`config.mk`:
```
export PLATFORM = sky130hd
export DESIGN_NAME = serial_adder_ctrl_flat
export DESIGN_NICKNAME = d
export VERILOG_FILES = /design/src/rtl/serial_adder_ctrl_pkg.sv /design/src/rtl/serial_adder_ctrl_if.sv /design/src/rtl/serial_adder_ctrl_fa_bit.sv /design/src/rtl/serial_adder_ctrl.sv /design/src/flat_wrapper.sv
export SDC_FILE = /design/constraint.sdc
export NUM_CORES = 1
export LEC_CHECK = 0
export BUFFER_PORTS_ARGS = -buffer_cell sky130_fd_sc_hd__buf_2
export CAP_MARGIN = 0
export CELL_PAD_IN_SITES_DETAIL_PLACEMENT = 1
export CELL_PAD_IN_SITES_GLOBAL_PLACEMENT = 1
export CORE_ASPECT_RATIO = 1.5
export CORE_UTILIZATION = 49
export CTS_BUF_LIST = sky130_fd_sc_hd__clkbuf_4 sky130_fd_sc_hd__clkbuf_8
export CTS_CLUSTER_SIZE = 40
export DETAILED_ROUTE_END_ITERATION = 10
export PLACE_DENSITY_LB_ADDON = 0.05
export SLEW_MARGIN = 10
export SYNTH_ARGS = -nofsm -noshare
export SYNTH_HDL_FRONTEND = slang
export SYNTH_HIERARCHICAL = 1
export SYNTH_SLANG_ARGS = --single-unit
```
`constraint.sdc`:
```
create_clock -name clk -period 3.7 [get_ports clk]
set_input_delay 0.37 -clock clk [delete_from_list [all_inputs] [get_ports clk]]
set_output_delay 0.37 -clock clk [all_outputs]
set_load 0.02 [all_outputs]
```
`src/rtl/serial_adder_ctrl_pkg.sv`:
```
// Shared types and constants for the bit-serial adder controller.
// Holds the FSM state encodings (3 is illegal and recovers to IDLE) and the default operand width.
package serial_adder_ctrl_pkg;

  localparam int DEF_WIDTH = 8;

  typedef enum logic [1:0] {
    ST_IDLE = 2'd0,
    ST_RUN  = 2'd1,
    ST_DONE = 2'd2
  } state_t;

endpackage

```
`src/rtl/serial_adder_ctrl_if.sv`:
```
// Request/result bundle between a requester (master) and the serial adder (slave).
// The sub signal exists only when SERIAL_ADDER_SUB_EN is defined.
interface serial_adder_ctrl_if
  import serial_adder_ctrl_pkg::*;
#(
  parameter int WIDTH = DEF_WIDTH
);

  logic             start;
  logic [WIDTH-1:0] a;
  logic [WIDTH-1:0] b;
`ifdef SERIAL_ADDER_SUB_EN
  logic             sub;
`endif
  logic             busy;
  logic             done;
  logic [WIDTH-1:0] sum;
  logic             cout;

  modport master (
    output start, a, b,
`ifdef SERIAL_ADDER_SUB_EN
    output sub,
`endif
    input  busy, done, sum, cout
  );

  modport slave (
    input  start, a, b,
`ifdef SERIAL_ADDER_SUB_EN
    input  sub,
`endif
    output busy, done, sum, cout
  );

endinterface

```
`src/rtl/serial_adder_ctrl_fa_bit.sv`:
```
// One-bit full adder built from two half adders and an OR; purely combinational.
module half_adder (
  input  logic i_a,
  input  logic i_b,
  output logic o_s,
  output logic o_c
);

  assign o_s = i_a ^ i_b;
  assign o_c = i_a & i_b;

endmodule

module fa_bit (
  input  logic i_a,
  input  logic i_b,
  input  logic i_c,
  output logic o_s,
  output logic o_c
);

  logic w_s0;
  logic w_c0;
  logic w_c1;

  half_adder u_ha0 (.i_a(i_a),  .i_b(i_b), .o_s(w_s0), .o_c(w_c0));
  half_adder u_ha1 (.i_a(w_s0), .i_b(i_c), .o_s(o_s),  .o_c(w_c1));

  // Both half-adder carries can never be high together, so OR gives the majority.
  assign o_c = w_c0 | w_c1;

endmodule

```
`src/rtl/serial_adder_ctrl.sv`:
```
// Bit-serial WIDTH-bit adder: one fa_bit cell, LSB-first shift registers and an IDLE/RUN/DONE FSM.
// Defining SERIAL_ADDER_SUB_EN adds a sub input that turns the operation into a - b.
module serial_adder_ctrl
  import serial_adder_ctrl_pkg::*;
#(
  parameter int WIDTH = DEF_WIDTH
) (
  input  logic                clk,
  input  logic                rst,
  serial_adder_ctrl_if.slave  bus
);

  localparam int CW = $clog2(WIDTH + 1);

  state_t           r_state;
  state_t           w_state_nxt;

  logic [WIDTH-1:0] r_a_sr;
  logic [WIDTH-1:0] r_b_sr;
  logic [WIDTH-1:0] r_part;
  logic [WIDTH-1:0] r_sum;
  logic             r_carry;
  logic             r_cout;
  logic [CW-1:0]    r_cnt;

  logic             w_s;
  logic             w_c;
  logic             w_sub;
  logic             w_accept;
  logic             w_last;
  logic             w_busy;
  logic             w_done;
  logic [WIDTH-1:0] w_b_load;
  logic [WIDTH-1:0] w_part_nxt;

`ifdef SERIAL_ADDER_SUB_EN
  assign w_sub = bus.sub;
`else
  assign w_sub = 1'b0;
`endif

  // Subtraction is a + ~b + 1: invert b on load and seed the carry with 1.
  assign w_b_load = w_sub ? ~bus.b : bus.b;
  assign w_accept = bus.start && ((r_state == ST_IDLE) || (r_state == ST_DONE));
  assign w_last   = (r_state == ST_RUN) && (r_cnt == CW'(WIDTH - 1));

  fa_bit u_fa (
    .i_a (r_a_sr[0]),
    .i_b (r_b_sr[0]),
    .i_c (r_carry),
    .o_s (w_s),
    .o_c (w_c)
  );

  generate
    if (WIDTH == 1) begin : g_part_w1
      assign w_part_nxt = w_s;
    end else begin : g_part_wn
      assign w_part_nxt = {w_s, r_part[WIDTH-1:1]};
    end
  endgenerate

  always_ff @(posedge clk or posedge rst) begin
    if (rst) begin
      r_state <= ST_IDLE;
    end else begin
      r_state <= w_state_nxt;
    end
  end

  always_comb begin
    w_state_nxt = ST_IDLE;
    case (r_state)
      ST_IDLE: w_state_nxt = bus.start ? ST_RUN : ST_IDLE;
      ST_RUN:  w_state_nxt = w_last ? ST_DONE : ST_RUN;
      ST_DONE: w_state_nxt = bus.start ? ST_RUN : ST_IDLE;
      default: w_state_nxt = ST_IDLE;
    endcase
  end

  always_comb begin
    w_busy = 1'b0;
    w_done = 1'b0;
    case (r_state)
      ST_RUN:  w_busy = 1'b1;
      ST_DONE: w_done = 1'b1;
      default: ;
    endcase
  end

  // Datapath; sum/cout only move on the RUN->DONE edge so they hold across later operations.
  always_ff @(posedge clk or posedge rst) begin
    if (rst) begin
      r_a_sr  <= '0;
      r_b_sr  <= '0;
      r_part  <= '0;
      r_carry <= 1'b0;
      r_cnt   <= '0;
      r_sum   <= '0;
      r_cout  <= 1'b0;
    end else if (w_accept) begin
      r_a_sr  <= bus.a;
      r_b_sr  <= w_b_load;
      r_part  <= '0;
      r_carry <= w_sub;
      r_cnt   <= '0;
    end else if (r_state == ST_RUN) begin
      r_a_sr  <= r_a_sr >> 1;
      r_b_sr  <= r_b_sr >> 1;
      r_part  <= w_part_nxt;
      r_carry <= w_c;
      r_cnt   <= r_cnt + 1'b1;
      if (w_last) begin
        r_sum  <= w_part_nxt;
        r_cout <= w_c;
      end
    end
  end

  assign bus.busy = w_busy;
  assign bus.done = w_done;
  assign bus.sum  = r_sum;
  assign bus.cout = r_cout;

endmodule

```
`src/flat_wrapper.sv`:
```
// flat-port wrapper written by rule: the top's interface ports become plain ports
module serial_adder_ctrl_flat import serial_adder_ctrl_pkg::*;
#(
  parameter int WIDTH = DEF_WIDTH
)
  (clk, rst, bus_start, bus_a, bus_b, bus_busy, bus_done, bus_sum, bus_cout);
  serial_adder_ctrl_if #(.WIDTH(WIDTH)) bus_i ();
  input  logic clk;
  input  logic rst;
  input wire logic [$bits(bus_i.start)-1:0] bus_start;
  input wire logic [$bits(bus_i.a)-1:0] bus_a;
  input wire logic [$bits(bus_i.b)-1:0] bus_b;
  output wire logic [$bits(bus_i.busy)-1:0] bus_busy;
  output wire logic [$bits(bus_i.done)-1:0] bus_done;
  output wire logic [$bits(bus_i.sum)-1:0] bus_sum;
  output wire logic [$bits(bus_i.cout)-1:0] bus_cout;
  assign bus_i.start = bus_start;
  assign bus_i.a = bus_a;
  assign bus_i.b = bus_b;
  assign bus_busy = bus_i.busy;
  assign bus_done = bus_i.done;
  assign bus_sum = bus_i.sum;
  assign bus_cout = bus_i.cout;
  serial_adder_ctrl #(.WIDTH(WIDTH)) u_core (.clk(clk), .rst(rst), .bus(bus_i));
endmodule
```
==> results.toml, run 1 <==
[outcome]
outcome = "completed"

[global_route]
track_usage = 0.210
grt_first_pass_wirelength_um = 5660
grt_max_degree = 33
antenna_found_initial = 0
overflow = 0
grt_pass1_vias = 1195

[final_layout]
final_cell_mix = "dfrtp_1 (39), buf_2 (29), inv_1 (14)"
nNetsFinal = 184
final_common_cell = "dfrtp_1"
area_growth_pct = 15.1
diodes = 0
post-route-cell-area_um2 = 1910
drive_gt1_frac = 0.319

[detailed_routing]
drc = 0
firstDrtPassIters = 4
totalWireLength_um = 3350
antenna_left = 0
drt_iter0_drc = 11
via_per_inst = 5.48
vias = 1112
wl_per_cell_um = 16.5

[clock_network]
clkSinkCount = 39
cts_made_buffers = 5
clk_pin_slew_ns = 0.08
cts_hold_buf = 0
clockRootBuffer = "clkbuf_8"
clockBufferDepth = 2
cts_resized = 0
insertion_delay_ns = 0.29
cts_tree = "built"
cts_post_setup_buffers_inserted = 0
htree_levels = 2

[worst_setup_path]
cp_slowest_cell = "and4b_1"
cp-start-kind = "flop"
path_cells = "nor2b_4 > buf_4 > and4b_1 > mux2_4"
cpPeakStageDelay_ns = 0.65
ff2ff_path_depth = 4
cp-end-kind = "flop"
cp.required_ns = 3.87
cp.arrival_ns = 2.13
crit_buf_inv = 1
path_delay_family = "simple AND/OR/NAND/NOR gates"
cp_max_fo = 32
path_depth = 4
path_class = "flop to flop"

[yosys]
synth_seq_cells = 39
seq_area_frac_synth = 0.588
syn_inst = 131
synth_nets = 153
synth_area_leaders = "dfrtp_1 (59%), mux2_4 (8.1%), a22oi_1 (5.9%), a22o_1 (5.8%), inv_1 (3.2%)"
syn_avg_cell_area_um2 = 12.7
synthDistinctLibCells = 26
yosysTopAreaCell = "dfrtp_1"
yosysWarnings = 6
yosys.area.top_type_share = 0.588
syn_area_um2 = 1660

[placement]
io_buffers = 29
placed_cell_area_um2 = 1820
dp_hpwl_um = 2430
gp_congestion = 0.702

[timing]
tightest_slew_ns = 0.804
max_freq_mhz = 510
relSlewSlack = 0.464
rsz0062_at_grt = "false"
min_period_ns = 1.96
setup_tns_ns = 0
finalHoldViolCount = 0
setup_viol = 0
skew_ns = 0.00820
drv_slew = 0
post-route-period-util = 0.530

[floorplan]
die_h_um = 73.3
rows = 25
core_area_um2 = 3190
num_io_pins = 30
dieArea_um2 = 3630
start_util = 0.520
dieWidth_um = 49.5

[power_and_ir_drop]
intPower_mw = 1.09
p_per_area_nw_per_um2 = 903
clkPwrFrac = 0.166
p_sw_frac = 0.371
vdd_drop_max_uv = 414
power.leakage_nw = 0.977
power_switching_mw = 0.641
p_comb_frac = 0.404
seq_power_share = 0.430

[job]
drv_cap = 0

[min_path]
min_path_type = "primary input to asynchronous set/reset pin"
==> metrics by stage <==
stage | setup WS [ns] | total power, mW | hold slack, ns | util | std cells
2_1_floorplan | 2.28 | 1.26 | 0.451 | - | 131
3_3_place_gp | 1.81 | 1.39 | 0.478 | 0.571 | 195
3_5_place_dp | 1.74 | 1.45 | 0.493 | 0.571 | 195
4_1_cts | 1.72 | 1.74 | 0.260 | 0.599 | 203
5_1_grt | 1.66 | 1.84 | 0.316 | 0.599 | 203
6_report | 1.74 | 1.73 | 0.228 | 0.599 | 203
==> power by group through the flow <==
stage | clock network [mW] | registers (mW) | logic, mW
6_report | 0.287 | 0.743 | 0.697
5_1_grt | 0.306 | 0.768 | 0.766
4_1_cts | 0.292 | 0.745 | 0.706
3_5_place_dp | 0 | 0.751 | 0.704
3_3_place_gp | 0 | 0.738 | 0.656
2_1_floorplan | 0 | 0.764 | 0.497
==> final cells by class <==
class,count,area [um2]
flip-flops and latches,39,976
inverters,14,52.6
well taps,40,50.0
multi-input cells,70,577
clock buffers,7,83.8
clock inverters,1,5.00
repair buffers,32,168
fillers,364,1280
==> state kept, by name, indices dropped and copies added, names as in the netlist <==
signal           count
u_core/bus.cout      1
u_core/r_part        7
u_core/r_a_sr        8
u_core/r_state       2
u_core/r_cnt         4
u_core/r_b_sr        8
u_core/bus.sum       8
u_core/r_carry       1
==> Yosys cell counts (all sizes together) <==
| cell | n |
|---|---|
| a21oi | 1 |
| a22o | 11 |
| a22oi | 13 |
| a31oi | 1 |
| and2b | 1 |
| and4b | 1 |
| buf | 8 |
| dfrtp | 39 |
| ha | 3 |
| inv | 14 |
| mux2 | 10 |
| mux2i | 2 |
| nand2 | 4 |
| nand2b | 2 |
| nand3b | 1 |
| nand4 | 1 |
| nor2 | 1 |
| nor2b | 2 |
| o21ai | 14 |
| or2 | 2 |
==> cell families after synthesis <==
kind of cell               count (synthesis)  share of synthesized area
and+or+nand+nor                           15                     0.0588
buffers and inverters                     22                     0.0648
AOI/OAI and AO/OA                         40                      0.166
adders and majority gates                  3                     0.0226
DFF                                       39                      0.588
muxes                                     12                      0.100
==> final timing paths <==
| check | from | endpoint | slack [ns] |
|---|---|---|---|
| setup reg to reg | u_core/r_state[0] | u_core/bus.sum[3] | 1.74 |
| setup / recovery | u_core/r_state[0] | u_core/bus.sum[3] | 1.74 |
| min in group clk | bus_b[6] | u_core/r_b_sr[6] | 0.31 |
| hold / removal | rst | u_core/r_b_sr[0] | 0.23 |
| hold reg to reg | u_core/r_cnt[3] | u_core/r_cnt[3] | 0.51 |
| max in group asynchronous | rst | u_core/r_state[0] | 2.73 |
==> per-layer routing <==
| layer | GRT usage | wire length, um |
|---|---|---|
| met1 | 0.258 | 1430 |
| met2 | 0.359 | 1760 |
| met3 | 0.0311 | 99 |
| met4 | 0.105 | 56 |
| met5 | 0 | 0 |
(Power assumes the default switching activity.)
==> run 2: changes to the inputs <==
--- a/config.mk
+++ b/config.mk
@@ -5,12 +5,13 @@
 export SDC_FILE = /design/constraint.sdc
 export NUM_CORES = 1
 export LEC_CHECK = 0
+export ABC_AREA = 1
 export BUFFER_PORTS_ARGS = -buffer_cell sky130_fd_sc_hd__buf_2
 export CAP_MARGIN = 0
 export CELL_PAD_IN_SITES_DETAIL_PLACEMENT = 1
 export CELL_PAD_IN_SITES_GLOBAL_PLACEMENT = 1
 export CORE_ASPECT_RATIO = 1.5
-export CORE_UTILIZATION = 49
+export CORE_UTILIZATION = 43
 export CTS_BUF_LIST = sky130_fd_sc_hd__clkbuf_4 sky130_fd_sc_hd__clkbuf_8
 export CTS_CLUSTER_SIZE = 40
 export DETAILED_ROUTE_END_ITERATION = 10
==> constraint.sdc (replaced) <==
create_clock -name clk -period 1.9 [get_ports clk]
set_input_delay 0.19 -clock clk [delete_from_list [all_inputs] [get_ports clk]]
set_output_delay 0.19 -clock clk [all_outputs]
set_load 0.02 [all_outputs]
==> results.toml, run 2 <==
[global_route]
grt_pass1_vias = 1455
grt_max_degree = 40
grt_first_pass_wirelength_um = 6390
overflow = 0
grt_util_met3 = 0.0412
antenna_found_initial = 0
track_usage = 0.207
met2_usage = 0.382
grt_use_met1 = 0.205
grt-busiest-layer = "met2"

[detailed_routing]
drc = 0
vias = 1398
drt_iter0_drc = 13
via_per_inst = 4.91
firstDrtPassIters = 4
antenna_left = 0
wl_per_cell_um = 13.1
totalWireLength_um = 3730

[floorplan]
num_io_pins = 30
rows = 28
start_util = 0.450
dieArea_um2 = 4410
core_area_um2 = 3960
dieWidth_um = 54.6
die_h_um = 80.9

[outcome]
outcome = "completed"

[yosys]
synth_area_leaders = "dfrtp_1 (55%), nand2_1 (19%), inv_1 (6.5%), o21ai_2 (4.4%), buf_6 (3.2%)"
synth-async-reset-ratio = 1.00
yosysMostFrequentCell = "nand2_1"
ys_dominant_reg_cell = "dfrtp_1"
synth_nets = 230
synth_edf_count = 0
yosys.area.top_type_share = 0.547
seq_area_frac_synth = 0.547
syn_inst = 208
syn_avg_cell_area_um2 = 8.57
yosysWarnings = 6
synth_seq_cells = 39
synth_common_cells = "nand2_1 (92), dfrtp_1 (39), inv_1 (31), o21ai_2 (9), o22ai_1 (7)"
syn_area_um2 = 1780
yosysTopAreaCell = "dfrtp_1"
synthDistinctLibCells = 18

[clock_network]
cts_hold_buf = 0
insertion_delay_ns = 0.30
cts_resized = 0
htree_levels = 2
clkSinkCount = 39
clockRootBuffer = "clkbuf_8"
clk_pin_slew_ns = 0.08
clockBufferDepth = 2
cts_post_setup_buffers_inserted = 0
cts_tree = "built"
cts_made_buffers = 5

[power_and_ir_drop]
vdd_drop_max_uv = 1000
p_per_area_nw_per_um2 = 1750
power.leakage_nw = 1.17

[timing]
min_period_ns = 1.55
tightest_slew_ns = 0.513
relSlewSlack = 0.658
drv_slew = 0
hold_ws_ns = 0.000740
rsz0062_at_grt = "false"
skew_ns = 0.00843
finalHoldViolCount = 0
fin_ws_ns = 0.353
setup_tns_ns = 0
setup_viol = 0
max_freq_mhz = 646
post-route-period-util = 0.814

[placement]
gp_congestion = 0.716
dp_hpwl_um = 2650
placed_cells = 277
io_buffers = 29
place_ws_ns = 0.528

[worst_setup_path]
cp-end-kind = "output port"
path_class = "flop to output port"
cp-start-kind = "flop"
cp_max_fo = 18
cp.required_ns = 1.71
cp.arrival_ns = 1.36

[min_path]
min_path_type = "primary input to asynchronous set/reset pin"

[final_layout]
drive_gt1_frac = 0.233
final_util = 0.517
nNetsFinal = 261
instances_no_fill = 285
final_cell_mix = "nand2_1 (92), dfrtp_1 (39), inv_1 (31)"
diodes = 0
final_common_cell = "nand2_1"
area_growth_pct = 14.9

[job]
drv_cap = 0
-- run 2: critical path: stages, from the launching register on --
cell,delay [ns]
dfrtp_1,0.36
inv_1,0.08
nand2_2,0.18
inv_4,0.24
buf_2,0.21
-- run 2: per-layer routing --
| metal | vias to the layer above | wire (um) |
|---|---|---|
| li1 | 687 | - |
| met1 | 682 | 1500 |
| met2 | 23 | 2050 |
| met3 | 6 | 91 |
| met4 | 0 | 88 |
| met5 | - | 0 |
-- run 2: final timing paths --
check	start	cells after the start	to	slack (ns)
worst max register to register	u_core/r_state[0]	5	u_core/r_carry	0.53
min in group clk	bus_a[7]	3	u_core/r_a_sr[7]	0.10
max in group asynchronous	rst	3	u_core/r_carry	1.53
worst min-delay path	rst	3	u_core/r_cnt[2]	0.0007
worst max-delay path	u_core/r_state[1]	4	bus_busy	0.35
worst min register to register	u_core/r_a_sr[7]	2	u_core/r_a_sr[7]	0.48
-- run 2: logic make-up after synthesis --
family,share of synthesized area
AND/OR/NAND/NOR,0.237
adder cells (fa/ha/maj),0.0211
buffers and inverters,0.109
AO/OA/AOI/OAI,0.0856
flip-flops,0.547
-- run 2: metrics by stage --
step	cell area (um2)	total power, mW
CTS	2050	3.66
global route	2050	3.92
floorplan	1780	2.58
detailed placement	1930	2.92
global placement	1930	2.80
finish	2050	3.58
-- run 2: final cells by class --
cell class                 count  area, um2
clock buffer                   6       82.6
clock inverter                 2       35.0
fill                         496       1910
inverter                      34        133
multi-input combinational    129        613
sequential                    39        976
tap                           45       56.3
timing repair buffer          30        153
-- run 2: where the power goes --
group / total [mW] / leakage [nW] / internal [mW] / switching (mW)
Sequential: 1.40 / 0.492 / 1.20 / 0.202
Clock: 0.717 / 0.0612 / 0.425 / 0.292
Combinational: 1.46 / 0.615 / 0.481 / 0.980
Total: 3.58 / 1.17 / 2.11 / 1.47
